**config.mk**
```make
export PLATFORM = sky130hd
export DESIGN_NAME = vga_timing_gen
export DESIGN_NICKNAME = d
export VERILOG_FILES = /design/src/rtl/vga_timing_pkg.sv /design/src/rtl/vga_pattern_gen.sv /design/src/rtl/vga_timing_gen.sv
export SDC_FILE = /design/constraint.sdc
export NUM_CORES = 1
export LEC_CHECK = 0
export ABC_CLOCK_PERIOD_IN_PS = 6800
export BUFFER_PORTS_ARGS = -buffer_cell sky130_fd_sc_hd__buf_4
export CAP_MARGIN = 15
export CELL_PAD_IN_SITES_DETAIL_PLACEMENT = 0
export CELL_PAD_IN_SITES_GLOBAL_PLACEMENT = 2
export CORE_ASPECT_RATIO = 1.4
export CORE_MARGIN = 2
export CORE_UTILIZATION = 39
export DETAILED_ROUTE_END_ITERATION = 10
export HOLD_SLACK_MARGIN = 0.05
export PLACE_DENSITY_LB_ADDON = 0.1
export SLEW_MARGIN = 20
export SYNTH_ARGS = -nofsm -noshare
export SYNTH_HDL_FRONTEND = slang
export SYNTH_SLANG_ARGS = --single-unit
export TNS_END_PERCENT = 5
```
**constraint.sdc**
```tcl
create_clock -name clk_pixel -period 6.8 [get_ports clk_pixel]
set_input_delay 1.02 -clock clk_pixel [delete_from_list [all_inputs] [get_ports clk_pixel]]
set_output_delay 1.02 -clock clk_pixel [all_outputs]
set_load 0.05 [all_outputs]
```
**src/rtl/vga_timing_pkg.sv**
```systemverilog
// Shared types and elaboration helpers for the video timing generator.
package vga_timing_pkg;

  typedef enum logic [1:0] {
    PAT_BLACK = 2'd0,
    PAT_BARS  = 2'd1,
    PAT_GRID  = 2'd2,
    PAT_GRAD  = 2'd3
  } pattern_t;

  function automatic int h_total(input int visible, input int front, input int pulse,
                                 input int back);
    return visible + front + pulse + back;
  endfunction

  function automatic int v_total(input int visible, input int front, input int pulse,
                                 input int back);
    return visible + front + pulse + back;
  endfunction

  // True when an unsigned counter of 'bits' width can hold 'value'.
  function automatic bit fits_bits(input int value, input int bits);
    if (bits >= 31) return 1'b1;
    return (value >= 0) && (value < (1 << bits));
  endfunction

  // The fetch look-ahead has to land inside the horizontal blanking interval.
  function automatic bit lead_ok(input int lead, input int total, input int visible);
    return (lead > 0) && (lead < (total - visible));
  endfunction

endpackage

```
**src/rtl/vga_pattern_gen.sv**
```systemverilog
// Test-pattern source: latches the pattern mode at frame wrap and produces
// registered colour with the same latency as the timing outputs.
module vga_pattern_gen
  import vga_timing_pkg::*;
#(
  parameter int C_bits_x       = 11,
  parameter int C_bits_y       = 11,
  parameter int C_resolution_x = 1024
) (
  input  logic                clk_pixel,
  input  logic                reset,
  input  logic                enable,
  input  logic                latch,
  input  logic [1:0]          pattern_sel,
  input  logic [C_bits_x-1:0] x,
  input  logic [C_bits_y-1:0] y,
  input  logic                visible,
  input  logic [7:0]          frame_low,
  output logic [7:0]          vga_r,
  output logic [7:0]          vga_g,
  output logic [7:0]          vga_b
);

  // Bar width; the last bar absorbs whatever res_x/8 leaves over.
  localparam int BAR_W = (C_resolution_x >= 8) ? (C_resolution_x / 8) : 1;
  localparam logic [C_bits_x-1:0] BAR_W_V   = C_bits_x'(BAR_W);
  localparam logic [C_bits_x-1:0] BAR_MAX_V = C_bits_x'(7);

  pattern_t            mode;
  logic [C_bits_x-1:0] bar_q;
  logic [2:0]          bar;
  logic [7:0]          x_low;
  logic [7:0]          y_low;
  logic                grid_on;
  logic [7:0]          r_nxt;
  logic [7:0]          g_nxt;
  logic [7:0]          b_nxt;

  assign bar_q   = x / BAR_W_V;
  assign bar     = (bar_q > BAR_MAX_V) ? 3'd7 : bar_q[2:0];
  assign x_low   = 8'(x);
  assign y_low   = 8'(y);
  assign grid_on = (x_low[4:0] == 5'd0) || (y_low[4:0] == 5'd0);

  // Colour for the pixel at (x, y) under the currently latched mode.
  always_comb begin
    r_nxt = 8'd0;
    g_nxt = 8'd0;
    b_nxt = 8'd0;
    if (visible) begin
      case (mode)
        PAT_BARS: begin
          r_nxt = {8{bar[2]}};
          g_nxt = {8{bar[1]}};
          b_nxt = {8{bar[0]}};
        end
        PAT_GRID: begin
          r_nxt = {8{grid_on}};
          g_nxt = {8{grid_on}};
          b_nxt = {8{grid_on}};
        end
        PAT_GRAD: begin
          r_nxt = x_low;
          g_nxt = y_low;
          b_nxt = frame_low;
        end
        default: begin
          r_nxt = 8'd0;
          g_nxt = 8'd0;
          b_nxt = 8'd0;
        end
      endcase
    end
  end

  // Mode latch at frame wrap plus the colour output register; both freeze with enable.
  always_ff @(posedge clk_pixel or posedge reset) begin
    if (reset) begin
      mode  <= PAT_BLACK;
      vga_r <= 8'd0;
      vga_g <= 8'd0;
      vga_b <= 8'd0;
    end else if (enable) begin
      if (latch) mode <= pattern_t'(pattern_sel);
      vga_r <= r_nxt;
      vga_g <= g_nxt;
      vga_b <= b_nxt;
    end
  end

endmodule

```
**src/rtl/vga_timing_gen.sv**
```systemverilog
// Video timing generator: pixel/line counters, registered syncs and blank,
// early pixel-fetch look-ahead, line/frame strobes, frame counter and test patterns.
module vga_timing_gen
  import vga_timing_pkg::*;
#(
  parameter int C_resolution_x      = 1024,
  parameter int C_hsync_front_porch = 16,
  parameter int C_hsync_pulse       = 96,
  parameter int C_hsync_back_porch  = 44,
  parameter int C_resolution_y      = 768,
  parameter int C_vsync_front_porch = 10,
  parameter int C_vsync_pulse       = 2,
  parameter int C_vsync_back_porch  = 31,
  parameter int C_bits_x            = 11,
  parameter int C_bits_y            = 11,
  parameter int C_hsync_polarity    = 0,
  parameter int C_vsync_polarity    = 0,
  parameter int C_fetch_lead        = 2,
  parameter int C_bits_frame        = 16
) (
  input  logic                    clk_pixel,
  input  logic                    reset,
  input  logic                    enable,
  input  logic [1:0]              pattern_sel,
  output logic                    fetch,
  output logic [C_bits_x-1:0]     fetch_x,
  output logic [C_bits_y-1:0]     fetch_y,
  output logic [C_bits_x-1:0]     beam_x,
  output logic [C_bits_y-1:0]     beam_y,
  output logic                    vga_hsync,
  output logic                    vga_vsync,
  output logic                    vga_blank,
  output logic [7:0]              vga_r,
  output logic [7:0]              vga_g,
  output logic [7:0]              vga_b,
  output logic                    line_start,
  output logic                    frame_start,
  output logic [C_bits_frame-1:0] frame_count
);

  localparam int H_TOTAL  = h_total(C_resolution_x, C_hsync_front_porch, C_hsync_pulse,
                                    C_hsync_back_porch);
  localparam int V_TOTAL  = v_total(C_resolution_y, C_vsync_front_porch, C_vsync_pulse,
                                    C_vsync_back_porch);
  localparam int HS_START = C_resolution_x + C_hsync_front_porch;
  localparam int VS_START = C_resolution_y + C_vsync_front_porch;

  localparam logic [C_bits_x-1:0] RES_X_V    = C_bits_x'(C_resolution_x);
  localparam logic [C_bits_x-1:0] H_LAST_V   = C_bits_x'(H_TOTAL - 1);
  localparam logic [C_bits_x-1:0] HS_FIRST_V = C_bits_x'(HS_START);
  localparam logic [C_bits_x-1:0] HS_LAST_V  = C_bits_x'(HS_START + C_hsync_pulse - 1);
  localparam logic [C_bits_x:0]   LEAD_V     = (C_bits_x+1)'(C_fetch_lead);
  localparam logic [C_bits_x:0]   H_TOTAL_V  = (C_bits_x+1)'(H_TOTAL);
  localparam logic [C_bits_y-1:0] RES_Y_V    = C_bits_y'(C_resolution_y);
  localparam logic [C_bits_y-1:0] V_LAST_V   = C_bits_y'(V_TOTAL - 1);
  localparam logic [C_bits_y-1:0] VS_FIRST_V = C_bits_y'(VS_START);
  localparam logic [C_bits_y-1:0] VS_LAST_V  = C_bits_y'(VS_START + C_vsync_pulse - 1);
  localparam logic                HS_ON      = (C_hsync_polarity != 0);
  localparam logic                VS_ON      = (C_vsync_polarity != 0);

  if (!fits_bits(H_TOTAL - 1, C_bits_x)) begin : g_bad_bits_x
    $error("vga_timing_gen: C_bits_x cannot hold H_total-1");
  end
  if (!fits_bits(V_TOTAL - 1, C_bits_y)) begin : g_bad_bits_y
    $error("vga_timing_gen: C_bits_y cannot hold V_total-1");
  end
  if (!lead_ok(C_fetch_lead, H_TOTAL, C_resolution_x)) begin : g_bad_lead
    $error("vga_timing_gen: C_fetch_lead must lie in (0, H_total-C_resolution_x)");
  end

  logic [C_bits_x-1:0]     cx;
  logic [C_bits_y-1:0]     cy;
  logic                    cx_last;
  logic                    cy_last;
  logic                    at_origin;
  logic                    visible;
  logic                    hs_act;
  logic                    vs_act;
  logic [C_bits_x:0]       la_sum;
  logic                    la_wrap;
  logic [C_bits_x-1:0]     la_x;
  logic [C_bits_y-1:0]     la_y;
  logic                    la_vis;
  logic                    frame_done;
  logic                    count_now;
  logic [C_bits_frame-1:0] frame_count_nxt;

  assign cx_last   = (cx == H_LAST_V);
  assign cy_last   = (cy == V_LAST_V);
  assign at_origin = (cx == '0) && (cy == '0);
  assign visible   = (cx < RES_X_V) && (cy < RES_Y_V);
  assign hs_act    = (cx >= HS_FIRST_V) && (cx <= HS_LAST_V);
  assign vs_act    = (cy >= VS_FIRST_V) && (cy <= VS_LAST_V);

  // Look-ahead position C_fetch_lead pixels ahead, crossing line and frame wrap.
  assign la_sum  = {1'b0, cx} + LEAD_V;
  assign la_wrap = (la_sum >= H_TOTAL_V);
  assign la_x    = la_wrap ? C_bits_x'(la_sum - H_TOTAL_V) : C_bits_x'(la_sum);
  assign la_y    = la_wrap ? (cy_last ? '0 : cy + 1'b1) : cy;
  assign la_vis  = (la_x < RES_X_V) && (la_y < RES_Y_V);

  // A frame counts as completed only once the counters have wrapped back to the origin,
  // so the first frame after reset does not count itself.
  assign count_now       = enable && at_origin && frame_done;
  assign frame_count_nxt = count_now ? frame_count + 1'b1 : frame_count;

  // Raster counters: cx runs across the line, cy advances on each cx wrap.
  always_ff @(posedge clk_pixel or posedge reset) begin
    if (reset) begin
      cx <= '0;
      cy <= '0;
    end else if (enable) begin
      if (cx_last) begin
        cx <= '0;
        cy <= cy_last ? '0 : cy + 1'b1;
      end else begin
        cx <= cx + 1'b1;
      end
    end
  end

  // Registered timing outputs, one cycle behind the counters; frozen when disabled
  // except for the strobes and fetch, which drop to zero.
  always_ff @(posedge clk_pixel or posedge reset) begin
    if (reset) begin
      beam_x      <= '0;
      beam_y      <= '0;
      vga_blank   <= 1'b1;
      vga_hsync   <= ~HS_ON;
      vga_vsync   <= ~VS_ON;
      line_start  <= 1'b0;
      frame_start <= 1'b0;
      fetch       <= 1'b0;
      fetch_x     <= '0;
      fetch_y     <= '0;
    end else if (enable) begin
      beam_x      <= cx;
      beam_y      <= cy;
      vga_blank   <= ~visible;
      vga_hsync   <= hs_act ? HS_ON : ~HS_ON;
      vga_vsync   <= vs_act ? VS_ON : ~VS_ON;
      line_start  <= (cx == '0);
      frame_start <= at_origin;
      fetch       <= la_vis;
      if (la_vis) begin
        fetch_x <= la_x;
        fetch_y <= la_y;
      end
    end else begin
      line_start  <= 1'b0;
      frame_start <= 1'b0;
      fetch       <= 1'b0;
    end
  end

  // Completed-frame counter; steps on the same edge that raises frame_start.
  always_ff @(posedge clk_pixel or posedge reset) begin
    if (reset) begin
      frame_done  <= 1'b0;
      frame_count <= '0;
    end else if (enable) begin
      frame_count <= frame_count_nxt;
      if (cx_last && cy_last) frame_done <= 1'b1;
      else if (at_origin)     frame_done <= 1'b0;
    end
  end

  vga_pattern_gen #(
    .C_bits_x       (C_bits_x),
    .C_bits_y       (C_bits_y),
    .C_resolution_x (C_resolution_x)
  ) u_pattern (
    .clk_pixel   (clk_pixel),
    .reset       (reset),
    .enable      (enable),
    .latch       (cx_last && cy_last),
    .pattern_sel (pattern_sel),
    .x           (cx),
    .y           (cy),
    .visible     (visible),
    .frame_low   (8'(frame_count_nxt)),
    .vga_r       (vga_r),
    .vga_g       (vga_g),
    .vga_b       (vga_b)
  );

endmodule

```
* Yosys cells after proc, flatten, opt, wreduce, memory -nomap -nowiden *
Cells that the tools add are included.

cells by class
  add/sub/neg operators = 5
  $lt $le $gt $ge = 10
  equality and inequality tests = 5
  multiplexer cells = 19
  bitwise logic cells = 1
  reduce and logical (&&, ||, !) cells = 19

operator list
  cell                      number
  $pmux W8 S3               3
  $mux W11                  4
  $mux W8                   4
  $add A11 B1 Y11 const B   2
  $logic_not A11 Y1         2
  $lt A11 B10 Y1 const B    2
  $lt A11 B11 Y1 const B    2
  $add A16 B1 Y16 const B   1
  $add A11 B2 Y12 const B   1
  $ge A12 B11 Y1 const B    1
  $eq A11 B10 Y1 const B    1
  $eq A11 B11 Y1 const B    1
  $ge A11 B10 Y1 const B    1
  $ge A11 B11 Y1 const B    1
  $le A11 B10 Y1 const B    1
  $le A11 B11 Y1 const B    1
  $sub A11 B11 Y11 const B  1
  $logic_not A5 Y1          2
  $reduce_and A2 Y1         5
  $logic_and A1 B1 Y1       8
  $mux W1                   7
  $eq A2 B2 Y1 const B      2
  $gt A4 B3 Y1 const B      1
  $mux W3                   1
  4 further kinds           4

storage, ports and cells
  register bits after elaboration = 115
  input bits = 5
  output and inout port bits = 90
  logic and storage cells = 78

* Longest topological paths before layout *
  word-level depth = 7
  gate-level depth with buffers = 15
  gate-level depth less buffers = 13

* Cells and area by module *
From an unflattened synthesis, not the netlist that was laid out.

unflattened totals
  cells, all modules = 608
  area total of the unflattened synthesis = 6,446.2 um^2

modules (own cells, without submodules)
  module           instances  cells an instance  area each (um^2)  seq. area each (um^2)
  vga_timing_gen   1          452                4,820.9           2,230.9
  vga_pattern_gen  1          156                1,625.3           650.6

* Worst setup path before layout *
No wires, ideal clock.

  path type = register to register
  start = register cx[1]
  end = register fetch_y[1]
  setup time = 125 ps
  data arrival time = 3,089 ps
  required time = 6,675 ps
  setup slack = 3,586 ps
  cell stages (with the launch flop) = 14
  path buffers = 2
  period minus slack after synthesis = 3,214 ps
  path through = dfrtp_1 -> ha_1 -> buf_2 -> nor2b_1 -> nand2b_1 -> ha_1 -> a32o_1 -> a211oi_2 -> a21boi_2 -> or3_1 -> a21oi_2 -> buf_4 -> o21ai_0 -> mux2_4

between the ends
  longest elaborated chain between the ends = 6
  elaborated cells on any way between the ends = 9
  those cells by class = 2 x add/sub; 3 x order compare; 2 x mux; 2 x reduce/logical

RTL lines
  what                                                       RTL line                                    text
  from (decl)                                                vga_timing_gen.sv:71                        logic [C_bits_x-1:0] cx;
  from (signal assigned)                                     vga_timing_gen.sv:117                       cx <= cx + 1'b1;
  $add A11 B2 Y12 *                                          vga_timing_gen.sv:96                        assign la_sum = {1'b0, cx} + LEAD_V;
  $sub A11 B11 Y11 / $ge A12 B11 Y1 (equally long branches)  vga_timing_gen.sv:98, vga_timing_gen.sv:97
  $mux W11 (on tied branches)                                vga_timing_gen.sv:98, vga_timing_gen.sv:99
  $lt A11 B11 Y1 / $lt A11 B10 Y1 (equally long branches)    vga_timing_gen.sv:100                       assign la_vis = (la_x < RES_X_V) && (la_y < RES_Y_V);
  $logic_and A1 B1 Y1                                        vga_timing_gen.sv:100
  $reduce_and A2 Y1 (no source line)                         --
  to (signal assigned)                                       vga_timing_gen.sv:147                       fetch_y <= la_y;
  to (decl)                                                  vga_timing_gen.sv:27                        output logic [C_bits_y-1:0] fetch_y,

Every way passes the cells marked *; elsewhere a longest branch is shown, timed or not.
A chain may end at the register's enable or synchronous reset.

* Worst setup path after layout *
  start = register cx[2]
  end = register fetch_x[9]

between the ends
  longest elaborated chain between the ends = 6
  elaborated cells on any way between the ends = 9
  those cells by class = 2 x add/sub; 3 x order compare; 2 x mux; 2 x reduce/logical

RTL lines
  what                                                       RTL line                                    text
  $add A11 B2 Y12 *                                          vga_timing_gen.sv:96
  $sub A11 B11 Y11 / $ge A12 B11 Y1 (equally long branches)  vga_timing_gen.sv:98, vga_timing_gen.sv:97
  $mux W11 (on tied branches)                                vga_timing_gen.sv:98, vga_timing_gen.sv:99
  $lt A11 B11 Y1 / $lt A11 B10 Y1 (equally long branches)    vga_timing_gen.sv:100
  $logic_and A1 B1 Y1                                        vga_timing_gen.sv:100
  $reduce_and A2 Y1 (no source line)                         --
  to (signal assigned)                                       vga_timing_gen.sv:146                       fetch_x <= la_x;
  to (decl)                                                  vga_timing_gen.sv:26                        output logic [C_bits_x-1:0] fetch_x,

Marked as above.

==> qor.csv <==
stage,metric,value,unit
status,outcome,"finished, final reports clean",
setup_path,crit_type,reg2reg,
sta,setup_viol,0,
pwr,p_seq_share,36.4,%
sta,layout_min_cycle_time,3.95,ns
job,drv_cap,0,
setup_path,path_max_fanout,21,
setup_path,crit_path_top_delay_cell,dfrtp_1,
sta,tightest_slew,0.945,ns
placed_design,gp_congestion,0.819,
clocking,cts_root_buffer,clkbuf_16,
setup_path,cpMostUsedCell,ha_1,
pwr,p_int,1550,uW
synth,synth_area_per_cell,10.4,um^2
synth,postSynthNetCount,578,
min_path,min_path_cells,1,
grt,grt_pass1_vias,4550,
grt,grt_usage,20.0,%
setup_path,r2r_start,cx[2],
synth,synthTopCellsByArea,"dfrtp_1 48%, mux2_2 4.8%, mux2_4 4.1%",
drt,dr.pass1.iters,4,
die,initial_core_util,39.5,%
synth,synth_top_area_share,47.7,%
setup_path,end_kind,flop,
drt,wl_per_cell,18.2,um
placed_design,dp_hpwl,10700,um
die,fp.dieH,149,um
sta,max_freq,253,MHz
layout,multi_input_area,0.00276,mm^2
drt,drc_errors,0,
sta,finalMaxSlewViolations,0,
grt,antenna_found_initial,0,
setup_path,cp_data_arrival_time,4.25,ns
die,rows,53,
clocking,clk_pin_slew,0.06,ns
synth,synth_warnings,0,
layout,regArea,0.00288,mm^2
sta,finalCritPeriodShare,58.1,%
setup_path,crit_chain,ha_1 -> nor2b_1 -> nand2b_1 -> ha_1 -> nand3_1 -> o21ai_0 -> a211oi_2 -> a21boi_2 -> nor3_2 -> o21ai_1 -> a31oi_1 -> nand2_2 -> mux2_2,
layout,final_common_cell,dfrtp_1,
layout,syn2layout_area_growth,24.8,%
layout,fill_cells,1465,
synth,netlist_area,0.00587,mm^2
synth,synth_edf_count,0,
sta,hold_viol,0,
drt,postRouteAntennaNets,0,
clocking,cts_setup_buffers,0,
layout,layout.nets,654,
setup_path,reg2reg_depth,13,
min_path,holdPathEnd,frame_count[15],
setup_path,critPathMaxStageDelay,0.55,ns
die,die_w,108,um
grt,grt_max_degree,82,
pwr,p_per_area,308,mW/mm^2
synth,synth_top_area_cell,dfrtp_1,
clocking,clock-sinks,115,
grt,grt_overflow_total,0,
die,dieArea,0.0161,mm^2
setup_path,worstReg2RegEnd,fetch_x[9],
synth,postSynthCellCount,563,
clocking,clk_path_buf_depth,2,
placed_design,port_buffers,94,
pwr,power_switching,702,uW
setup_path,critPathLaunchType,flop,
pwr,combPwrFrac,18.7,%
sta,fin_skew,0.0100,ns
drt,vias_per_cell,5.35,
synth,ys.flop_type,dfrtp_1,
pwr,p_clk_share,44.9,%
setup_path,cp_num_buf_inv,0,
clocking,cts_tree,built,
setup_path,reg2reg_slack,2.85,ns
clocking,cts_buffers,17,
setup_path,required,7.10,ns
pwr,p_sw_share,31.1,%
layout,layout_common_cells,"112 x dfrtp_1, 98 x buf_4, 45 x o21ai_0",
setup_path,path_delay_family,compound AO/OA/AOI/OAI gates,
clocking,hold_buffers,0,
drt,num_vias,4519,
layout,final_util,49.4,%
clocking,clkLatencyLatePin,0.42,ns
sta,setup_tns,0,ns
sta,grt_setup_unrepaired,false,
drt,finalWirelength,15400,um
synth,yosysUniqueCellTypes,61,
layout,drive_above_1_share,29.9,%
synth,seq_area_frac_synth,49.1,%
synth,async_reset_ff_share,100,%
die,ios,95,
die,core,0.0149,mm^2
min_path,hold_path.class,reg2reg,
synth,synth_seq_cells,115,
pwr,ir_drop,0.228,mV
grt,grt_pass1_wl,24900,um
clocking,htree_num_levels,4,
pwr,leakagePower,0.00336,uW
drt,drt-initial-drc-count,193,
sta,timing.slew.headroom,37.0,%
layout,n_antenna_cell,0,
clocking,cts_resized,0,
min_path,min_from,frame_count[15],
sta,hold_slack,0.477,ns
-- state kept, by name, indices dropped and copies added, names as in the netlist --
signal,cells
vga_vsync,1
vga_hsync,1
frame_done,1
frame_start,1
frame_count,16
cx,11
fetch,1
fetch_x,11
line_start,1
vga_blank,1
fetch_y,11
beam_x,11
u_pattern.mode,2
u_pattern.vga_g,8
cy,11
beam_y,11
u_pattern.vga_b,8
u_pattern.vga_r,8
-- kinds of logic after synthesis --
kind of cell               count (synthesis)  synth area share, %
adders and majority gates                 10                 2.13
and+or+nand+nor                          167                 15.1
xor gates and xnor gates                  34                 5.20
AOI/OAI and AO/OA                        138                 14.8
muxes                                     45                 9.57
buffers and inverters                     54                 4.13
DFF                                      115                 49.1
-- stage by stage --
stage	worst slack (ns)	cell area, um^2	power (uW)	instances
after floorplan	2.74	5870	1140	563
after global placement	2.68	6660	1260	812
after detailed placement	2.46	6660	1260	812
after CTS	2.45	7330	2280	844
after global routing	2.41	7330	2350	844
final	2.85	7330	2260	844
-- how the worst max path moves through the flow --
stage | startpoint | endpoint | cells after the start
after global routing | cx[2] | fetch_x[9] | 13
final | cx[2] | fetch_x[9] | 13
after floorplan | reset | beam_x[0] | 1
after detailed placement | cx[2] | fetch_x[9] | 13
after global placement | cx[2] | fetch_x[9] | 13
after CTS | cx[2] | fetch_x[9] | 13
-- power groups by stage --
stage	combinational (uW)	clock, uW	sequential, uW
final	422	1010	822
after detailed placement	428	0	832
after floorplan	246	0	895
after global placement	424	0	832
after global routing	454	1060	834
after CTS	429	1030	821
-- cell usage after synthesis, types with 3 or more instances --
cell type	count
a21oi_1	35
a31oi_1	3
and2_1	9
and3_1	9
buf_2	8
buf_6	3
clkbuf_1	26
dfrtp_1	112
dfstp_2	3
ha_1	10
inv_1	13
mux2_2	25
mux2_4	16
mux2i_1	4
nand2_1	45
nand2_2	3
nand2b_1	7
nand3_1	16
nand3b_1	3
nand4_1	7
nor2_1	34
nor3_1	6
nor4_1	6
nor4b_1	3
o21ai_0	45
o21ai_1	6
o2bb2ai_1	24
o31ai_1	7
or3_1	3
xnor2_1	20
xor2_1	13
-- worst reg2reg max path, delay by kind of cell, from the launching register on --
family / cells / cell delay, ns
compound gates: 5 / 1.17
fa+ha+maj: 2 / 0.67
simple gates: 5 / 1.04
flops: 1 / 0.55
mux: 1 / 0.41
-- area by class of cell --
type / count / area share [%]
Clock buffer: 18 / 5.99
Tap cell: 192 / 3.28
Sequential cell: 115 / 39.3
Inverter: 13 / 0.734
Timing Repair Buffer: 98 / 10.0
Clock inverter: 14 / 3.04
Multi-Input combinational cell: 394 / 37.6
-- layer usage --
layer  vias up  global-route usage [%]  part of all wire (%)
met5         -                       0                     0
met3        28                    2.84                   3.6
met1      2218                    25.1                    42
met4         0                    7.95                   2.2
met2       111                    34.6                    52
li1       2162                       -                     -
No activity file was read; power rests on OpenSTA's default activity.
